`src/rtl/down_timer_pkg.sv`:
```
// down_timer_pkg: shared definitions for the down_timer block.
// Holds the FSM state encoding and the default widths used by the
// interface, the top and the optional prescaler.
// Optional feature macro: DOWN_TIMER_PRESCALE_EN (adds the step prescaler).
package down_timer_pkg;

    // Default count width, matches the cnt width of the up-counter.
    localparam int DEF_WIDTH      = 4;
    // Default prescaler compare width.
    localparam int DEF_PRESCALE_W = 8;

    // Timer FSM state encoding.
    typedef enum logic {
        IDLE = 1'b0,
        RUN  = 1'b1
    } state_e;

    // Expiry condition: a step taken while the count sits at one.
    function automatic logic is_expiry(input logic run, input logic step,
                                       input logic [DEF_WIDTH-1:0] cnt_lo,
                                       input logic upper_zero);
        return run && step && upper_zero && (cnt_lo == DEF_WIDTH'(1));
    endfunction

endpackage

```
`src/rtl/down_timer_if.sv`:
```
// down_timer_if: control/status bundle of the down_timer.
// Handshake: there is no valid/ready pair; load and irq_ack are single-cycle
// strobes sampled on the rising clock edge, en/auto_reload are levels, and all
// status outputs (cnt, busy, done, irq, dbg_state) are registered.
// The prescale field exists only when DOWN_TIMER_PRESCALE_EN is defined.
interface down_timer_if
    import down_timer_pkg::*;
#(
    parameter int WIDTH = DEF_WIDTH
`ifdef DOWN_TIMER_PRESCALE_EN
    ,
    parameter int PRESCALE_W = DEF_PRESCALE_W
`endif
);
    logic             en;
    logic             load;
    logic [WIDTH-1:0] load_val;
    logic             auto_reload;
    logic             irq_ack;
`ifdef DOWN_TIMER_PRESCALE_EN
    logic [PRESCALE_W-1:0] prescale;
`endif
    logic [WIDTH-1:0] cnt;
    logic             busy;
    logic             done;
    logic             irq;
    state_e           dbg_state;

    // Controller side: drives the strobes, observes the status.
    modport master (
`ifdef DOWN_TIMER_PRESCALE_EN
        output prescale,
`endif
        output en, load, load_val, auto_reload, irq_ack,
        input  cnt, busy, done, irq, dbg_state
    );

    // Timer side.
    modport slave (
`ifdef DOWN_TIMER_PRESCALE_EN
        input  prescale,
`endif
        input  en, load, load_val, auto_reload, irq_ack,
        output cnt, busy, done, irq, dbg_state
    );

endinterface

```
`src/rtl/down_timer_prescaler.sv`:
```
// timer_prescaler: divides enabled cycles into step ticks.
// tick is high once every prescale+1 enabled cycles; prescale = 0 gives a
// tick on every enabled cycle. Only instantiated with DOWN_TIMER_PRESCALE_EN.
module timer_prescaler #(
    parameter int PRESCALE_W = 8
) (
    input  logic                  clk,
    input  logic                  clr,
    input  logic                  restart,
    input  logic                  en,
    input  logic [PRESCALE_W-1:0] prescale,
    output logic                  tick
);
    logic [PRESCALE_W-1:0] pcnt;

    // >= rather than == so a prescale lowered mid-count still ticks promptly.
    assign tick = en && (pcnt >= prescale);

    // Divider count: cleared on reset/restart, advances only on enabled cycles.
    always_ff @(posedge clk) begin
        if (clr || restart) begin
            pcnt <= '0;
        end else if (en) begin
            if (tick) begin
                pcnt <= '0;
            end else begin
                pcnt <= pcnt + 1'b1;
            end
        end
    end

endmodule

```
`src/rtl/down_timer.sv`:
```
// down_timer: programmable down-counting timer with one-cycle done pulse,
// sticky irq flag and one-shot / auto-reload modes.
// Optional feature macro: DOWN_TIMER_PRESCALE_EN (step prescaler + prescale
// field on the interface). Without it every enabled cycle is a step.
module down_timer
    import down_timer_pkg::*;
#(
    parameter int WIDTH = DEF_WIDTH
`ifdef DOWN_TIMER_PRESCALE_EN
    ,
    parameter int PRESCALE_W = DEF_PRESCALE_W
`endif
) (
    input  logic         clk,
    input  logic         clr,
    down_timer_if.slave  bus
);
    state_e           state;
    logic [WIDTH-1:0] cnt;
    logic [WIDTH-1:0] reload;
    logic             busy;
    logic             done;
    logic             irq;

    logic             tick;
    logic             step;
    logic             expiry;

    assign step   = bus.en && tick;
    // Expiry is the last step of a run; load takes priority over it below.
    assign expiry = (state == RUN) && step && (cnt == WIDTH'(1));

`ifdef DOWN_TIMER_PRESCALE_EN
    logic pre_restart;
    logic pre_en;

    // The prescaler restarts its phase on every load and every expiry.
    assign pre_restart = bus.load || expiry;
    assign pre_en      = bus.en && (state == RUN);

    timer_prescaler #(
        .PRESCALE_W (PRESCALE_W)
    ) u_prescaler (
        .clk      (clk),
        .clr      (clr),
        .restart  (pre_restart),
        .en       (pre_en),
        .prescale (bus.prescale),
        .tick     (tick)
    );
`else
    assign tick = 1'b1;
`endif

    // Timer FSM: load/restart, decrement, expiry handling and irq flag.
    always_ff @(posedge clk) begin
        if (clr) begin
            state  <= IDLE;
            cnt    <= '0;
            reload <= '0;
            busy   <= 1'b0;
            done   <= 1'b0;
            irq    <= 1'b0;
        end else begin
            done <= 1'b0;
            // Ack first so a coincident expiry below re-sets irq (set wins).
            if (bus.irq_ack) begin
                irq <= 1'b0;
            end
            if (bus.load) begin
                // A zero load parks the timer: no run, no done, no irq.
                cnt    <= bus.load_val;
                reload <= bus.load_val;
                if (bus.load_val != '0) begin
                    state <= RUN;
                    busy  <= 1'b1;
                end else begin
                    state <= IDLE;
                    busy  <= 1'b0;
                end
            end else if (expiry) begin
                done <= 1'b1;
                irq  <= 1'b1;
                if (bus.auto_reload) begin
                    cnt <= reload;
                end else begin
                    cnt   <= '0;
                    state <= IDLE;
                    busy  <= 1'b0;
                end
            end else if ((state == RUN) && step && (cnt != '0)) begin
                cnt <= cnt - 1'b1;
            end
        end
    end

    assign bus.cnt       = cnt;
    assign bus.busy      = busy;
    assign bus.done      = done;
    assign bus.irq       = irq;
    assign bus.dbg_state = state;

endmodule

```
`src/flat_wrapper.sv`:
```
// flat-port wrapper written by rule: the top's interface ports become plain ports
module down_timer_flat import down_timer_pkg::*;
#(
    parameter int WIDTH = DEF_WIDTH

)
  (clk, clr, bus_en, bus_load, bus_load_val, bus_auto_reload, bus_irq_ack, bus_cnt, bus_busy, bus_done, bus_irq, bus_dbg_state);
  down_timer_if #(.WIDTH(WIDTH)) bus_i ();
  input  logic clk;
  input  logic clr;
  input wire logic [$bits(bus_i.en)-1:0] bus_en;
  input wire logic [$bits(bus_i.load)-1:0] bus_load;
  input wire logic [$bits(bus_i.load_val)-1:0] bus_load_val;
  input wire logic [$bits(bus_i.auto_reload)-1:0] bus_auto_reload;
  input wire logic [$bits(bus_i.irq_ack)-1:0] bus_irq_ack;
  output wire logic [$bits(bus_i.cnt)-1:0] bus_cnt;
  output wire logic [$bits(bus_i.busy)-1:0] bus_busy;
  output wire logic [$bits(bus_i.done)-1:0] bus_done;
  output wire logic [$bits(bus_i.irq)-1:0] bus_irq;
  output wire logic [$bits(bus_i.dbg_state)-1:0] bus_dbg_state;
  assign bus_i.en = bus_en;
  assign bus_i.load = bus_load;
  assign bus_i.load_val = bus_load_val;
  assign bus_i.auto_reload = bus_auto_reload;
  assign bus_i.irq_ack = bus_irq_ack;
  assign bus_cnt = bus_i.cnt;
  assign bus_busy = bus_i.busy;
  assign bus_done = bus_i.done;
  assign bus_irq = bus_i.irq;
  assign bus_dbg_state = bus_i.dbg_state;
  down_timer #(.WIDTH(WIDTH)) u_core (.clk(clk), .clr(clr), .bus(bus_i));
endmodule
```
`config.mk`:
```
export PLATFORM = sky130hd
export DESIGN_NAME = down_timer_flat
export DESIGN_NICKNAME = d
export VERILOG_FILES = /design/src/rtl/down_timer_pkg.sv /design/src/rtl/down_timer_if.sv /design/src/rtl/down_timer_prescaler.sv /design/src/rtl/down_timer.sv /design/src/flat_wrapper.sv
export SDC_FILE = /design/constraint.sdc
export NUM_CORES = 1
export LEC_CHECK = 0
export BUFFER_PORTS_ARGS = -buffer_cell sky130_fd_sc_hd__buf_4
export CORE_MARGIN = 4
export CORE_UTILIZATION = 45
export DETAILED_ROUTE_END_ITERATION = 7
export GPL_TIMING_DRIVEN = 0
export PLACE_DENSITY = 0.77
export SLEW_MARGIN = 5
export SYNTH_ARGS = -nofsm -noshare
export SYNTH_HDL_FRONTEND = slang
export SYNTH_SLANG_ARGS = --single-unit
```
`constraint.sdc`:
```
create_clock -name clk -period 2.4 [get_ports clk]
set_clock_uncertainty 0.2 [all_clocks]
set_input_delay 0.24 -clock clk [delete_from_list [all_inputs] [get_ports clk]]
set_output_delay 0.24 -clock clk [all_outputs]
set_load 0.02 [all_outputs]
```
== After elaboration in Yosys (flattened, before gate mapping) ==
Index checks and enable logic that the tools add are counted.

* Bits in registers: 11
* Word-level logic and storage cells: 29
* Output and inout bits: 8
* Input bits: 10

* Reductions and logical operators: 9
* Muxes and demuxes: 12
* Equal/unequal tests: 2
* Add/sub/neg operators: 1

{| class="wikitable"
|+ Operators with widths
! kind !! number
|-
| $mux W4 || 4
|-
| $mux W1 || 8
|-
| $reduce_bool A4 Y1 || 2
|-
| $eq A4 B1 Y1 const B || 1
|-
| $sub A4 B1 Y4 const B || 1
|-
| $logic_and A1 B1 Y1 || 3
|-
| $reduce_bool A3 Y1 || 1
|-
| $ne A2 B2 Y1 const B || 1
|-
| $reduce_and A2 Y1 || 1
|-
| $reduce_bool A2 Y1 || 1
|-
| $reduce_or A2 Y1 || 1
|}

== Depth between registers and ports, before layout ==
Gate-level depths: netlist (run 1).

* Word-level depth: 5
* Mapped depth: 6
* Gate-level depth less buffers: 6

== Least setup slack after synthesis (run 1) ==
OpenSTA, ideal clock, no wires.

* Path type: flip-flop to flip-flop
* From: register u_core.cnt[1] (netlist: u_core.bus.cnt[1])
* To: register u_core.cnt[0] (netlist: u_core.bus.cnt[0])
* Cell stages (with the launch flop): 7
* Arrival: 1.552 ns
* Period minus slack after synthesis: 1.875 ns
* Required time: 2.077 ns
* Path buffers: 0
* Setup time: 0.123 ns
* Setup slack: 0.525 ns
* Cell sequence: dfxtp_1 -> inv_1 -> ha_1 -> and3_1 -> and2_2 -> a311oi_1 -> o21ai_1

* Longest elaborated chain between the ends: 4
* Elaborated cells on any way between the ends: 7
* Classes of those cells: eq/ne: 1; mux: 2; reduce/logical: 4

{| class="wikitable"
|+ Ends and longest elaborated chain
! item !! line !! RTL
|-
| start, declared || down_timer.sv:19 || <nowiki>logic [WIDTH-1:0] cnt;</nowiki>
|-
| start signal, assigned || down_timer.sv:72 || <nowiki>cnt <= bus.load_val;</nowiki>
|-
| start signal, assigned || down_timer.sv:85 || <nowiki>cnt <= reload;</nowiki>
|-
| start signal, assigned || down_timer.sv:92 || <nowiki>cnt <= cnt - 1'b1;</nowiki>
|-
| $eq A4 B1 Y1 || down_timer.sv:31 || <nowiki>assign expiry = (state == RUN) && step && (cnt == WIDTH'(1));</nowiki>
|-
| $logic_and A1 B1 Y1 || down_timer.sv:31 ||
|-
| $mux W4 || down_timer.sv:81 || <nowiki>end else if (expiry) begin</nowiki>
|-
| $mux W4 || down_timer.sv:70 || <nowiki>if (bus.load) begin</nowiki>
|}

Several ways; a longest one is shown, not always the timed one.
A chain may end at the register's enable or synchronous reset.

== Worst setup path after layout (run 1) ==
* From: register u_core.cnt[1] (netlist: u_core.bus.cnt[1])
* To: register u_core.done (netlist: u_core.bus.done)

* Longest elaborated chain between the ends: 3

{| class="wikitable"
|+ Ends and longest elaborated chain
! item !! line !! RTL
|-
| $eq A4 B1 Y1 || down_timer.sv:31 ||
|-
| $logic_and A1 B1 Y1 || down_timer.sv:31 ||
|-
| $mux W1 || down_timer.sv:81 ||
|-
| end signal, assigned || down_timer.sv:62 || <nowiki>done <= 1'b0;</nowiki>
|-
| end signal, assigned || down_timer.sv:65 || <nowiki>done <= 1'b0;</nowiki>
|-
| end signal, assigned || down_timer.sv:82 || <nowiki>done <= 1'b1;</nowiki>
|-
| end, declared || down_timer.sv:22 || <nowiki>logic done;</nowiki>
|}

No other way between the ends.

==> qor.yml, run 1 <==
outcome:
  status: "completed"
worst_setup_path:
  crit-reg2reg-launch: "u_core.bus.cnt[1]$_SDFFE_PP0P_"
  startpoint: "u_core.bus.cnt[1]$_SDFFE_PP0P_"
  cp-end-kind: "register"
  timing.reg2reg.setup_slack_ps: 350
  cp_data_required_time_ps: 2410
  critical_path_class: "register to register"
  crit_fanout: 5
  r2r_cells: 6
  cp-start-kind: "register"
  worst_ep_arrival_time_ps: 2060
  critical_path.reg2reg.endpoint: "u_core.bus.done$_SDFF_PP0_"
finish:
  post_route_cells_drive_above_1_share_pct: 29.2
  fillCellCount: 127
  number_of_antenna_diodes: 0
  finish.net_count: 110
  layout-area-overhead-vs-synth_pct: 30.2
  final_cell_area_um2: 831
  multi_input_gate_area_um2: 377
  sequential_cell_area_um2: 220
power_and_ir_drop:
  total_leakage_power_nw: 0.366
  sequentialPowerShare_pct: 46.0
  p_comb_share_pct: 26.5
  power_frac_clock_pct: 27.5
  switching_power_summed_over_all_nets_uw: 136
  swShare_pct: 30.1
  power.density_nw_per_um2: 545
  report.power.total_uw: 453
  peakVddDrop_v: 0.000424
  intPower_uw: 317
floorplanning:
  die_area_um2: 2080
  i_o_pin_count: 18
  placement_rows: 13
  chipWidth_um: 45.7
  start_util_pct: 48.4
  design.core.area_um2: 1320
  die_h_um: 45.7
timing:
  totalNegativeSetupSlack_ps: 0
  setup_repair_after_global_routing_missed_its_margin: "no"
  final_hold_viol_count: 0
  final-max-slew-violation-count: 0
  report.final.setup_viol: 0
  max_freq_ghz: 0.487
  period_share_pct: 85.6
  slew-limit-headroom_pct: 73.5
  tightest_slew_ps: 398
  layout_min_cycle_time_ps: 2050
  worst_hold_check_slack_ps: 31.2
  final_critical_path_setup_slack_ps: 346
placed_design:
  dp.final_hpwl_mm: 1.12
  placed_area_um2: 785
  port-buffer-count: 17
  final_weighted_congestion_in_routability_driven_placement: 0.820
  detailedPlace.worstSlack_ps: 511
clocking:
  htreeDepth: 1
  clk_transition_reported_paths_ps: 70
  ctsLongestPathBuffers: 2
  insertion_delay_ps: 270
  cts_resized: 0
  cts-buffers-inserted: 3
  post_cts_setup_repair_buffer_count: 0
  cts_tree: "built"
  clkSinkCount: 11
  postCtsHoldBufs: 2
  ctsRootBufferMaster: "sky130_fd_sc_hd__clkbuf_4"
global_routing:
  globalRouteTotalUtil_pct: 15.7
  largest_net_degree_at_the_start_of_global_routing: 11
  first_pass_grt_wire_length_mm: 2.38
  grt_remaining_overflow: 0
  number_of_global_route_vias_before_repair: 580
  grt_antenna_before_repair: 0
worst_hold_path:
  hp-class: "primary input to register"
  holdPathStages: 3
  worstHoldEndpoint: "u_core.reload[3]$_SDFFE_PP0P_"
  hold_path.startpoint: "bus_load_val[3]"
yosys:
  post_synth_instance_area_um2: 638
  ys.warnings.count: 0
  yosys.cell_types.count: 32
  synthesis.area_per_instance_um2: 8.74
  synth.yosys.seq_area_share_pct: 34.5
  dominantRegCellSynth: "sky130_fd_sc_hd__dfxtp_1"
  ys_seq_elements: 11
  synth_area_leader_cell: "sky130_fd_sc_hd__dfxtp_1"
  post_synth_inst_count: 73
  yosysMostFrequentCell: "sky130_fd_sc_hd__dfxtp_1"
  synth_enable_flop_cells: 0
  asyncSetResetFlopFracSynth_pct: 0
  syn-num-nets: 86
  synth_area_leaders: "sky130_fd_sc_hd__dfxtp_1, sky130_fd_sc_hd__mux2i_1, sky130_fd_sc_hd__ha_1"
  yosysTopAreaCellShare_pct: 34.5
  synth_common_cells: "sky130_fd_sc_hd__dfxtp_1, sky130_fd_sc_hd__nor2_1, sky130_fd_sc_hd__inv_1, sky130_fd_sc_hd__nand2_1"
drt:
  drc: 0
  routed_wirelength_mm: 1.43
  initial_drc_count: 16
  num_vias: 621
  vias_per_cell: 5.59
  avgRoutedWirePerCell_um: 12.9
  drt.antenna.violating_nets: 0
  drt-pass1-iter-count: 4
job:
  maxCapViolations: 0
[logic make-up (layout without fill, tap and decap cells)]
| group | Yosys count | after routing | synth area share (%) |
|---|---|---|---|
| flops | 11 | 11 | 34.5 |
| compound gates | 23 | 23 | 27.5 |
| mux | 4 | 4 | 6.27 |
| fa+ha+maj | 3 | 3 | 5.88 |
| simple gates | 24 | 24 | 19.4 |
| buf+inv | 8 | 31 | 6.47 |
[layout by cell type, fill, tap and decap left out]
master,instances
sky130_fd_sc_hd__a211oi_1,1
sky130_fd_sc_hd__a21bo_2,1
sky130_fd_sc_hd__a21oi_1,3
sky130_fd_sc_hd__a221oi_1,1
sky130_fd_sc_hd__a311oi_1,1
sky130_fd_sc_hd__a31oi_1,2
sky130_fd_sc_hd__a31oi_4,1
sky130_fd_sc_hd__a32oi_1,2
sky130_fd_sc_hd__and2_2,1
sky130_fd_sc_hd__and3_1,1
sky130_fd_sc_hd__buf_4,18
sky130_fd_sc_hd__buf_6,1
sky130_fd_sc_hd__clkbuf_1,2
sky130_fd_sc_hd__clkbuf_4,3
sky130_fd_sc_hd__dfxtp_1,11
sky130_fd_sc_hd__dlygate4sd3_1,2
sky130_fd_sc_hd__ha_1,3
sky130_fd_sc_hd__inv_1,5
sky130_fd_sc_hd__mux2i_1,4
sky130_fd_sc_hd__nand2_1,5
sky130_fd_sc_hd__nand3_1,1
sky130_fd_sc_hd__nor2_1,8
sky130_fd_sc_hd__nor2_4,1
sky130_fd_sc_hd__nor2b_1,1
sky130_fd_sc_hd__nor3_1,2
sky130_fd_sc_hd__nor3b_1,2
sky130_fd_sc_hd__o21ai_0,4
sky130_fd_sc_hd__o21ai_1,1
sky130_fd_sc_hd__o21ba_2,1
sky130_fd_sc_hd__o21bai_1,1
sky130_fd_sc_hd__o31ai_1,3
sky130_fd_sc_hd__o41ai_1,1
sky130_fd_sc_hd__or2_2,1
sky130_fd_sc_hd__or4_1,1
[flip-flops by register name (all words and copies together) (netlist names)]
register	count
u_core.bus.cnt	4
u_core.bus.dbg_state	1
u_core.bus.done	1
u_core.bus.irq	1
u_core.reload	4
[power by group through the flow]
| stage | logic (mW) | clock network (mW) | registers (mW) |
|---|---|---|---|
| floorplan | 0.0693 | 0 | 0.219 |
| global placement | 0.117 | 0 | 0.213 |
| detailed placement | 0.119 | 0 | 0.213 |
| CTS | 0.120 | 0.130 | 0.208 |
| global route | 0.132 | 0.138 | 0.210 |
| finish | 0.120 | 0.125 | 0.208 |
[layout make-up]
| class | instances | share of cell area (%) |
|---|---|---|
| plain buffers | 3 | 2.71 |
| clock buffers | 4 | 3.16 |
| inverters | 5 | 2.26 |
| multi-input cells | 54 | 45.3 |
| flip-flops and latches | 11 | 26.5 |
| well taps | 15 | 2.26 |
| repair buffers | 19 | 17.8 |
[worst max-delay path by stage]
stage                     cells past startpoint                             end  slack, ps
final                                         6      u_core.bus.done$_SDFF_PP0_        350
after floorplan                               6  u_core.bus.cnt[0]$_SDFFE_PP0P_        530
after global placement                        6  u_core.bus.cnt[0]$_SDFFE_PP0P_        520
after CTS                                     6      u_core.bus.done$_SDFF_PP0_        320
after detailed placement                      6  u_core.bus.cnt[0]$_SDFFE_PP0P_        510
after global routing                          6      u_core.bus.done$_SDFF_PP0_        190
[through the flow]
| stage | utilization, % | std cells |
|---|---|---|
| after floorplan | - | 73 |
| after global placement | 59.5 | 105 |
| after detailed placement | 59.5 | 105 |
| after CTS | 63.1 | 111 |
| after global routing | 63.1 | 111 |
| final | 63.1 | 111 |
[critical path, cell delays in order, from the launching register on]
cell,delay (ps)
sky130_fd_sc_hd__dfxtp_1,350
sky130_fd_sc_hd__inv_1,110
sky130_fd_sc_hd__ha_1,250
sky130_fd_sc_hd__and3_1,250
sky130_fd_sc_hd__nand2_1,100
sky130_fd_sc_hd__nor3_1,180
sky130_fd_sc_hd__dlygate4sd3_1,570
[metal layers]
metal | up-vias | global-route usage, % | wire (um)
li1 | 312 | - | -
met3 | 0 | 6.32 | 172
met4 | 0 | 1.75 | 0
met1 | 279 | 19.0 | 621
met5 | - | 0 | 0
met2 | 30 | 26.5 | 637
Power figures use the tool's default switching activity.
==> inputs of run 2 (changes only) <==
BUFFER_PORTS_ARGS = not set   (was -buffer_cell sky130_fd_sc_hd__buf_4)
DONT_BUFFER_PORTS = 1   (was not set)
PLACE_DENSITY = 0.66   (was 0.77)
==> run 2 against run 1 <==
  * Die area unchanged
  * Fmax shrank 8.8%
  * Critical path type unchanged
  * Non-clock buffer count decreased by 11
  * Sequential power up 5%
  * First-iteration DRC count grew 31%
  * Utilization down 5.1 points
  * Largest power group unchanged
  * Clock power is essentially flat
  * Clock-buffer cell count is the same
  * Sequential share of layout area is 2.3 points higher
  * Worst setup slack got worse by 200 ps
==> qor.yml, run 2 (synthesized netlist as in run 1, its figures left out) <==
placed_design:
  dp.final_hpwl_mm: 1.07
  placed_area_um2: 657
  port-buffer-count: 0
  final_weighted_congestion_in_routability_driven_placement: 0.786
clocking:
  ctsRootBufferMaster: "sky130_fd_sc_hd__clkbuf_4"
  ctsLongestPathBuffers: 2
  clkSinkCount: 11
  htreeDepth: 1
  cts-buffers-inserted: 3
  post_cts_setup_repair_buffer_count: 0
  cts_tree: "built"
  clk_transition_reported_paths_ps: 70
  insertion_delay_ps: 270
drt:
  vias_per_cell: 5.57
  initial_drc_count: 21
  routed_wirelength_mm: 1.52
  num_vias: 557
  drt-pass1-iter-count: 4
  avgRoutedWirePerCell_um: 15.2
  drc: 0
  drt.antenna.violating_nets: 0
worst_setup_path:
  startpoint: "u_core.bus.cnt[0]$_SDFFE_PP0P_"
  cp-end-kind: "register"
  worst_ep_arrival_time_ps: 2260
  worst_path_max_delay_cell: "sky130_fd_sc_hd__dlygate4sd3_1"
  crit_fanout: 6
  cp_data_required_time_ps: 2410
  cp.buffers_inverters: 1
  timing.reg2reg.setup_slack_ps: 150
  critical_path_class: "register to register"
  path_cells: "ha_1, and3_1, nand2_1, nor3_1, dlygate4sd3_1"
  cp_slowest_stage_delay_ps: 580
  worst_path_dominant_cell_family: "buffers and inverters"
  crit-reg2reg-launch: "u_core.bus.cnt[0]$_SDFFE_PP0P_"
  cp-start-kind: "register"
power_and_ir_drop:
  swShare_pct: 30.1
  total_leakage_power_nw: 0.307
  peakVddDrop_v: 0.000373
  power_frac_clock_pct: 28.4
  sequentialPowerShare_pct: 50.3
  p_comb_share_pct: 21.3
  switching_power_summed_over_all_nets_uw: 131
  intPower_uw: 304
  power.density_nw_per_um2: 570
floorplanning:
  start_util_pct: 48.4
  die_h_um: 45.7
  i_o_pin_count: 18
  chipWidth_um: 45.7
  die_area_um2: 2080
  design.core.area_um2: 1320
  placement_rows: 13
timing:
  worst_hold_check_slack_ps: 8.82
  max_freq_ghz: 0.444
  period_share_pct: 93.8
  report.final.setup_viol: 0
  setup_repair_after_global_routing_missed_its_margin: "no"
  final-max-slew-violation-count: 0
  final_hold_viol_count: 0
  tightest_slew_ps: 487
  layout_min_cycle_time_ps: 2250
  totalNegativeSetupSlack_ps: 0
  slew-limit-headroom_pct: 67.5
global_routing:
  grt_remaining_overflow: 0
  largest_net_degree_at_the_start_of_global_routing: 11
  grtUsageMet1_pct: 19.4
  grt_antenna_before_repair: 0
  globalRouteTotalUtil_pct: 17.6
  grt.busiest_layer: "met2"
  number_of_global_route_vias_before_repair: 593
  grtUsageMet2_pct: 27.3
  first_pass_grt_wire_length_mm: 2.60
  grt.met3_usage_pct: 9.88
finish:
  layout-area-overhead-vs-synth_pct: 19.6
  most-common-layout-cells: "sky130_fd_sc_hd__dfxtp_1, sky130_fd_sc_hd__nor2_1, sky130_fd_sc_hd__dlygate4sd3_1"
  number_of_antenna_diodes: 0
  finish.net_count: 99
  post_route_cells_drive_above_1_share_pct: 12.9
  reg_top3: "u_core.bus.cnt x4, u_core.reload x4"
  final_cell_area_um2: 763
  final_common_cell: "sky130_fd_sc_hd__dfxtp_1"
worst_hold_path:
  hold_path.startpoint: "bus_auto_reload"
  hp-class: "primary input to register"
outcome:
  status: "completed"
job:
  maxCapViolations: 0
==> run 2: changes by cell type in the layout (fill, tap and decap cells not counted), sizes merged <==
cell	delta
buf	-17
dlygate4sd3	+6
==> run 2: power groups by stage <==
stage	Clock, mW	Combinational, mW	Sequential, mW
after floorplan	0	0.0693	0.219
after global placement	0	0.0802	0.223
after detailed placement	0	0.0819	0.223
after CTS	0.127	0.0922	0.219
after global routing	0.138	0.105	0.221
final	0.123	0.0927	0.219
==> run 2: final cells by class <==
class / count / area (um^2)
clock buffers: 4 / 26.3
well taps: 15 / 18.8
plain buffers: 3 / 22.5
flip-flops and latches: 11 / 220
inverters: 5 / 18.8
repair buffers: 8 / 80.1
multi-input cells: 54 / 377
fillers: 128 / 554
==> run 2: worst paths after layout <==
check / to / cells past startpoint
hold reg to reg: u_core.reload[1]$_SDFFE_PP0P_ / 2
setup / recovery: u_core.bus.done$_SDFF_PP0_ / 5
setup reg to reg: u_core.bus.done$_SDFF_PP0_ / 5
hold / removal: u_core.bus.cnt[1]$_SDFFE_PP0P_ / 2
==> run 2: per-layer routing <==
layer	part of all wire [%]	wire length [um]
met1	43	657
met2	45	686
met3	8.9	136
met4	2.6	40
met5	0	0
==> run 2: what timing repair did <==
| action | 4_1_cts | 5_1_grt |
|---|---|---|
| hold buffers | 8 | 0 |
| hold endpoints to repair | 7 | 0 |
| resized for setup | 0 | 0 |
==> run 2: metrics by stage <==
| step | setup slack (ps) | util (%) | total power [mW] | cells |
|---|---|---|---|---|
| floorplan | 525 | - | 0.288 | 73 |
| global route | 65.2 | 57.9 | 0.465 | 100 |
| global placement | 381 | 49.9 | 0.303 | 88 |
| CTS | 188 | 57.9 | 0.438 | 100 |
| finish | 148 | 57.9 | 0.435 | 100 |
| detailed placement | 364 | 49.9 | 0.305 | 88 |
